## src/rtl/uart_pkg.sv

```systemverilog
// Shared types and helpers for the buffered UART transmitter.
// Parity support is compiled in with UART_TX_PARITY_EN.
package uart_pkg;

`ifdef UART_TX_PARITY_EN
  typedef enum logic [2:0] {
    S_IDLE,
    S_START,
    S_DATA,
    S_PARITY,
    S_STOP
  } tx_state_e;
`else
  typedef enum logic [2:0] {
    S_IDLE,
    S_START,
    S_DATA,
    S_STOP
  } tx_state_e;
`endif

  function automatic int unsigned frame_bits(
    input int unsigned data_bits,
    input int unsigned stop_bits,
    input bit          parity
  );
    return 1 + data_bits + (parity ? 1 : 0) + stop_bits;
  endfunction

endpackage

```

## src/rtl/sync_fifo.sv

```systemverilog
// Single-clock word FIFO with synchronous reset.
// A push into a full FIFO is taken when a pop happens in the same cycle.
module sync_fifo #(
  parameter int WIDTH = 8,
  parameter int DEPTH = 16
) (
  input  logic                   clk,
  input  logic                   rst,
  input  logic                   push_i,
  input  logic [WIDTH-1:0]       wdata_i,
  input  logic                   pop_i,
  output logic [WIDTH-1:0]       rdata_o,
  output logic                   full_o,
  output logic                   empty_o,
  output logic [$clog2(DEPTH):0] count_o
);

  localparam int AW = $clog2(DEPTH);
  localparam logic [AW:0] FULL_CNT = (AW+1)'(DEPTH);

  logic [WIDTH-1:0] mem_q [DEPTH];
  logic [AW-1:0]    wr_q;
  logic [AW-1:0]    rd_q;
  logic [AW:0]      cnt_q;
  logic             do_push;
  logic             do_pop;

  assign empty_o = (cnt_q == '0);
  assign full_o  = (cnt_q == FULL_CNT);
  assign count_o = cnt_q;
  assign rdata_o = mem_q[rd_q];

  assign do_pop  = pop_i && !empty_o;
  assign do_push = push_i && (!full_o || do_pop);

  always_ff @(posedge clk) begin
    if (rst) begin
      wr_q  <= '0;
      rd_q  <= '0;
      cnt_q <= '0;
    end else begin
      if (do_push) wr_q <= wr_q + 1'b1;
      if (do_pop)  rd_q <= rd_q + 1'b1;
      unique case ({do_push, do_pop})
        2'b10:   cnt_q <= cnt_q + 1'b1;
        2'b01:   cnt_q <= cnt_q - 1'b1;
        default: cnt_q <= cnt_q;
      endcase
    end
  end

  always_ff @(posedge clk) begin
    if (do_push) mem_q[wr_q] <= wdata_i;
  end

endmodule

```

## src/rtl/uart_tx_fifo.sv

```systemverilog
// FIFO-buffered UART transmitter, 8N1 by default.
// Define UART_TX_PARITY_EN to add a parity bit (PARITY_ODD selects odd).
module uart_tx_fifo
  import uart_pkg::*;
#(
  parameter int CLK_FREQ   = 27000000,
  parameter int BAUD       = 115200,
  parameter int DATA_BITS  = 8,
  parameter int STOP_BITS  = 1,
`ifdef UART_TX_PARITY_EN
  parameter int PARITY_ODD = 0,
`endif
  parameter int FIFO_DEPTH = 16
) (
  input  logic                          clk,
  input  logic                          rst,
  input  logic                          in_valid,
  input  logic [DATA_BITS-1:0]          in_data,
  output logic                          in_ready,
  output logic                          tx,
  output logic                          busy,
  output logic [$clog2(FIFO_DEPTH):0]   fifo_count
);

`ifdef UART_TX_PARITY_EN
  localparam bit PAR_EN = 1'b1;
`else
  localparam bit PAR_EN = 1'b0;
`endif

  localparam int CPB = CLK_FREQ / BAUD;
  localparam logic [15:0] CPB_M1 = 16'(CPB - 1);
  localparam int FRAME_BITS =
    int'(frame_bits(DATA_BITS, STOP_BITS, PAR_EN));
  localparam int BW = $clog2(FRAME_BITS + 1);
  localparam logic [BW-1:0] LAST_DATA = BW'(DATA_BITS - 1);
  localparam logic [BW-1:0] LAST_STOP = BW'(STOP_BITS - 1);

  tx_state_e            state_q;
  logic [15:0]          timer_q;
  logic [BW-1:0]        bit_q;
  logic [DATA_BITS-1:0] shift_q;
  logic                 tx_q;
  logic                 busy_q;
`ifdef UART_TX_PARITY_EN
  logic                 par_q;
`endif

  logic                 full;
  logic                 empty;
  logic                 pop;
  logic                 bit_end;
  logic [DATA_BITS-1:0] rdata;

  sync_fifo #(
    .WIDTH (DATA_BITS),
    .DEPTH (FIFO_DEPTH)
  ) u_fifo (
    .clk     (clk),
    .rst     (rst),
    .push_i  (in_valid),
    .wdata_i (in_data),
    .pop_i   (pop),
    .rdata_o (rdata),
    .full_o  (full),
    .empty_o (empty),
    .count_o (fifo_count)
  );

  assign in_ready = !full;
  assign tx       = tx_q;
  assign busy     = busy_q;
  assign bit_end  = (timer_q == CPB_M1);

  // Pop when idle, or at the very end of the last stop bit.
  assign pop = !empty &&
    ((state_q == S_IDLE) ||
     (state_q == S_STOP && bit_end && bit_q == LAST_STOP));

  always_ff @(posedge clk) begin
    if (rst) begin
      state_q <= S_IDLE;
      timer_q <= '0;
      bit_q   <= '0;
      shift_q <= '0;
      tx_q    <= 1'b1;
      busy_q  <= 1'b0;
`ifdef UART_TX_PARITY_EN
      par_q   <= 1'b0;
`endif
    end else begin
      busy_q <= (state_q != S_IDLE) || !empty;
      if (state_q != S_IDLE) begin
        timer_q <= bit_end ? '0 : timer_q + 16'd1;
      end
      unique case (state_q)
        S_IDLE: begin
          if (pop) begin
            state_q <= S_START;
            shift_q <= rdata;
            tx_q    <= 1'b0;
            timer_q <= '0;
          end
        end
        S_START: begin
          if (bit_end) begin
            state_q <= S_DATA;
            bit_q   <= '0;
            tx_q    <= shift_q[0];
`ifdef UART_TX_PARITY_EN
            par_q   <= shift_q[0] ^ PARITY_ODD[0];
`endif
          end
        end
        S_DATA: begin
          if (bit_end) begin
            if (bit_q == LAST_DATA) begin
              bit_q <= '0;
`ifdef UART_TX_PARITY_EN
              state_q <= S_PARITY;
              tx_q    <= par_q;
`else
              state_q <= S_STOP;
              tx_q    <= 1'b1;
`endif
            end else begin
              bit_q   <= bit_q + 1'b1;
              shift_q <= shift_q >> 1;
              tx_q    <= shift_q[1];
`ifdef UART_TX_PARITY_EN
              par_q   <= par_q ^ shift_q[1];
`endif
            end
          end
        end
`ifdef UART_TX_PARITY_EN
        S_PARITY: begin
          if (bit_end) begin
            state_q <= S_STOP;
            bit_q   <= '0;
            tx_q    <= 1'b1;
          end
        end
`endif
        S_STOP: begin
          if (bit_end) begin
            if (bit_q != LAST_STOP) begin
              bit_q <= bit_q + 1'b1;
            end else if (pop) begin
              state_q <= S_START;
              bit_q   <= '0;
              shift_q <= rdata;
              tx_q    <= 1'b0;
            end else begin
              state_q <= S_IDLE;
              bit_q   <= '0;
            end
          end
        end
        default: begin
          state_q <= S_IDLE;
          tx_q    <= 1'b1;
        end
      endcase
    end
  end

endmodule
```

## config.mk

```make
export PLATFORM = sky130hd
export DESIGN_NAME = uart_tx_fifo
export DESIGN_NICKNAME = d
export VERILOG_FILES = /design/src/rtl/uart_pkg.sv /design/src/rtl/sync_fifo.sv /design/src/rtl/uart_tx_fifo.sv
export SDC_FILE = /design/constraint.sdc
export NUM_CORES = 1
export LEC_CHECK = 0
export ABC_CLOCK_PERIOD_IN_PS = 4900
export CAP_MARGIN = 5
export CORE_UTILIZATION = 50
export CTS_CLUSTER_SIZE = 25
export DETAILED_ROUTE_END_ITERATION = 7
export GPL_TIMING_DRIVEN = 0
export PLACE_DENSITY = 0.67
export SLEW_MARGIN = 20
export SYNTH_ARGS = -nofsm -noshare
export SYNTH_HDL_FRONTEND = slang
export SYNTH_HIERARCHICAL = 1
export SYNTH_SLANG_ARGS = --single-unit
```

## constraint.sdc

```tcl
create_clock -name clk -period 4.9 [get_ports clk]
set_input_delay 0.735 -clock clk [delete_from_list [all_inputs] [get_ports clk]]
set_output_delay 0.735 -clock clk [all_outputs]
set_load 0.05 [all_outputs]
```

==> results.sh <==
export IMPL_p_switching_w=0.00156
export IMPL_async_flop_share=0
export IMPL_finalMaxSlewViolations=0
export IMPL_max_cap_violations=0
export IMPL_fin_worst_skew_ns=0.0149
export IMPL_ios=19
export IMPL_routedWlPerCell_um=20.6
export IMPL_grt_pass1_wl_mm=25.5
export IMPL_yosys_register_bits=177
export IMPL_fin_ws_ns=1.10
export IMPL_grt_max_degree=19
export IMPL_ys_seq_area_frac=0.622
export IMPL_syn_to_final_growth_pct=13.1
export IMPL_dieHeight_um=127
export IMPL_fin_util=0.579
export IMPL_slowest_delay_ns=0.53
export IMPL_core_area_um2=15100
export IMPL_drt_total_wl_mm=16.1
export IMPL_combPwrFrac=0.315
export IMPL_crit_fanout=10
export IMPL_r2r_cells=13
export IMPL_pre_cts_slack_ns=1.15
export IMPL_num_vias=4821
export IMPL_finalHoldViolCount=0
export IMPL_crit_path_cell_trace="ha_1 -> nor4b_1 -> and4_1 -> buf_2 -> buf_2 -> a21o_1 -> nor2b_1 -> o21ai_4 -> inv_2 -> ha_1 -> o2bb2ai_1 -> a2111oi_0 -> or4_1"
export IMPL_rr_startpoint="timer_q[0]"
export IMPL_layoutNonFillerInstCount=782
export IMPL_r2r_end="u_fifo/count_o[4]"
export IMPL_crit_required_ns=5.20
export IMPL_syn_nets=573
export IMPL_ys_flop_type="edfxtp_1"
export IMPL_hp_start="bit_q[1]"
export IMPL_h_tree_depth=4
export IMPL_clock_latency_ns=0.43
export IMPL_fin_hold_ws_ns=0.496
export IMPL_setup_viol=0
export IMPL_initial_core_util=0.512
export IMPL_worstMarginPinSlew_ns=0.806
export IMPL_drc=0
export IMPL_reg2reg_slack_ns=1.10
export IMPL_drive_gt1_frac=0.162
export IMPL_synth_most_common_cell="edfxtp_1"
export IMPL_ys_warn_count=6
export IMPL_slew_headroom=0.463
export IMPL_dp_cells=750
export IMPL_synth_avg_cell_area_um2=14.2
export IMPL_period_share=0.776
export IMPL_cts_resized_gates=0
export IMPL_netlist_area_um2=7750
export IMPL_power_internal_w=0.00309
export IMPL_worstSetupEndpointType="flip-flop"
export IMPL_gp_congestion=0.877
export IMPL_vdd_ir_drop_max_v=0.000281
export IMPL_critPathBufInv=3
export IMPL_fin_crit_ns=3.80
export IMPL_netlist_top_cells_area="edfxtp_1 (50%), dfxtp_1 (13%), mux4_2 (9.3%), ha_1 (2.6%), a311oi_1 (1.6%)"
export IMPL_power_leakage_nw=2.92
export IMPL_synth_top_area_frac=0.496
export IMPL_startpoint_type="flip-flop"
export IMPL_tns_ns=0
export IMPL_cts_root_buf="clkbuf_16"
export IMPL_pwr_share_seq=0.385
export IMPL_critPathKind="flip-flop to flip-flop"
export IMPL_grt_overflow=0
export IMPL_synth_edf_count=128
export IMPL_ctsHoldBuffers=0
export IMPL_crit_slowest_cell="or4_1"
export IMPL_nets=609
export IMPL_synth_cell_types=73
export IMPL_p_clk_frac=0.301
export IMPL_cp_top_family="simple AND/OR/NAND/NOR gates"
export IMPL_holdPathEnd="bit_q[1]"
export IMPL_fp_row_count=45
export IMPL_hpwl_mm=10.5
export IMPL_whs_path_depth=2
export IMPL_powerDensity_nw_per_um2=531
export IMPL_ys_top_cells_by_count="edfxtp_1 (128), dfxtp_1 (49), mux4_2 (32), nor2_1 (32), nand2_1 (28)"
export IMPL_dieArea_um2=16000
export IMPL_clk_pin_slew_ns=0.07
export IMPL_grt_use_total=0.214
export IMPL_io_buffer_count=17
export IMPL_swShare=0.336
export IMPL_first_global_vias=4688
export IMPL_clockBufferDepth=2
export IMPL_cts_buffers=17
export IMPL_dr_first_iter_drc_count=386
export IMPL_ant_nets=0
export IMPL_status="finished, final reports clean"
export IMPL_critPathArrivalTime_ns=4.10
export IMPL_via_per_inst=6.16
export IMPL_synthCells=545
export IMPL_clock_sink_count=177
export IMPL_rsz0062_at_grt="no"
export IMPL_post_cts_buffers=0
export IMPL_first_pass_iters=4
export IMPL_fmax_ghz=0.263
export IMPL_die_x_um=127
export IMPL_hp_class="flip-flop to flip-flop"
export IMPL_cts_tree="yes"
export IMPL_antenna_found_initial=0
export IMPL_synth_top_area_cell="edfxtp_1"
export IMPL_cp_num_cells=13
export IMPL_diodes=0
[through the flow]
step                      cell area, um2  power, W
after floorplan                     7750   0.00291
after global placement              8160   0.00323
after detailed placement            8160   0.00328
after CTS                           8770   0.00468
after global routing                8770   0.00488
final                               8770   0.00466
[logic make-up after synthesis]
kind of cell               share of synthesized area
DFF                                            0.622
and+or+nand+nor                                0.111
AOI/OAI and AO/OA                             0.0920
buffers and inverters                         0.0270
muxes                                          0.110
adders and majority gates                     0.0284
xor gates and xnor gates                     0.00904
[power by group through the flow]
stage          clock (W)  sequential, W  combinational, W
6_report         0.00140        0.00179           0.00147
5_1_grt          0.00148        0.00180           0.00160
4_1_cts          0.00142        0.00179           0.00146
3_5_place_dp           0        0.00182           0.00145
3_3_place_gp           0        0.00182           0.00141
2_1_floorplan          0        0.00188           0.00103
[flip-flops by register name (all words and copies together) (netlist names), 2 cells and up, named ones only]
name and count:
u_fifo/rd_q 4, timer_q 16, u_fifo/mem_q 128, state_q 2, u_fifo/count_o 5, u_fifo/wr_q 4
bit_q 4, shift_q 8
[layout by cell type (no fill, tap or decap), drive strengths merged, types with 7 or more instances in the layout]
cell type	n
a21oi	23
a22oi	16
a311oi	14
and2	18
and3	9
buf	15
clkbuf	31
clkdlybuf4s50	17
dfxtp	49
edfxtp	128
ha	16
inv	26
mux2i	12
mux4	32
nand2	28
nand3	11
nor2	32
nor2b	7
nor3	11
o21ai	14
[tightest hold or removal path, cell delays in order (launching register included)]
cell	delay (ns)
dfxtp_1	0.34
nand2_1	0.06
a21oi_1	0.05
[how the worst max path moves through the flow]
stage | slack [ns] | endpoint | startpoint
finish | 1.10 | u_fifo/count_o[4] | timer_q[0]
global placement | 1.22 | u_fifo/count_o[4] | timer_q[0]
floorplan | 1.47 | u_fifo/count_o[4] | u_fifo/count_o[4]
global route | 0.87 | u_fifo/count_o[4] | timer_q[0]
detailed placement | 1.15 | u_fifo/count_o[4] | timer_q[0]
CTS | 1.13 | u_fifo/count_o[4] | timer_q[0]
[routing by layer]
metal,global-route usage,up-vias,part of all wire
met2,0.350,144,0.48
li1,-,2208,-
met3,0.0430,16,0.053
met1,0.292,2453,0.45
met5,0,-,0
met4,0.0638,0,0.012
[area by class of cell]
class / instances / area, um2
multi-input combinational: 323 / 2720
fill: 1164 / 6380
inverter: 16 / 60.1
sequential: 177 / 4820
clock buffer: 17 / 425
timing repair buffer: 17 / 170
clock inverter: 15 / 186
buffer: 29 / 149
tap: 188 / 235
(Power assumes the default switching activity.)
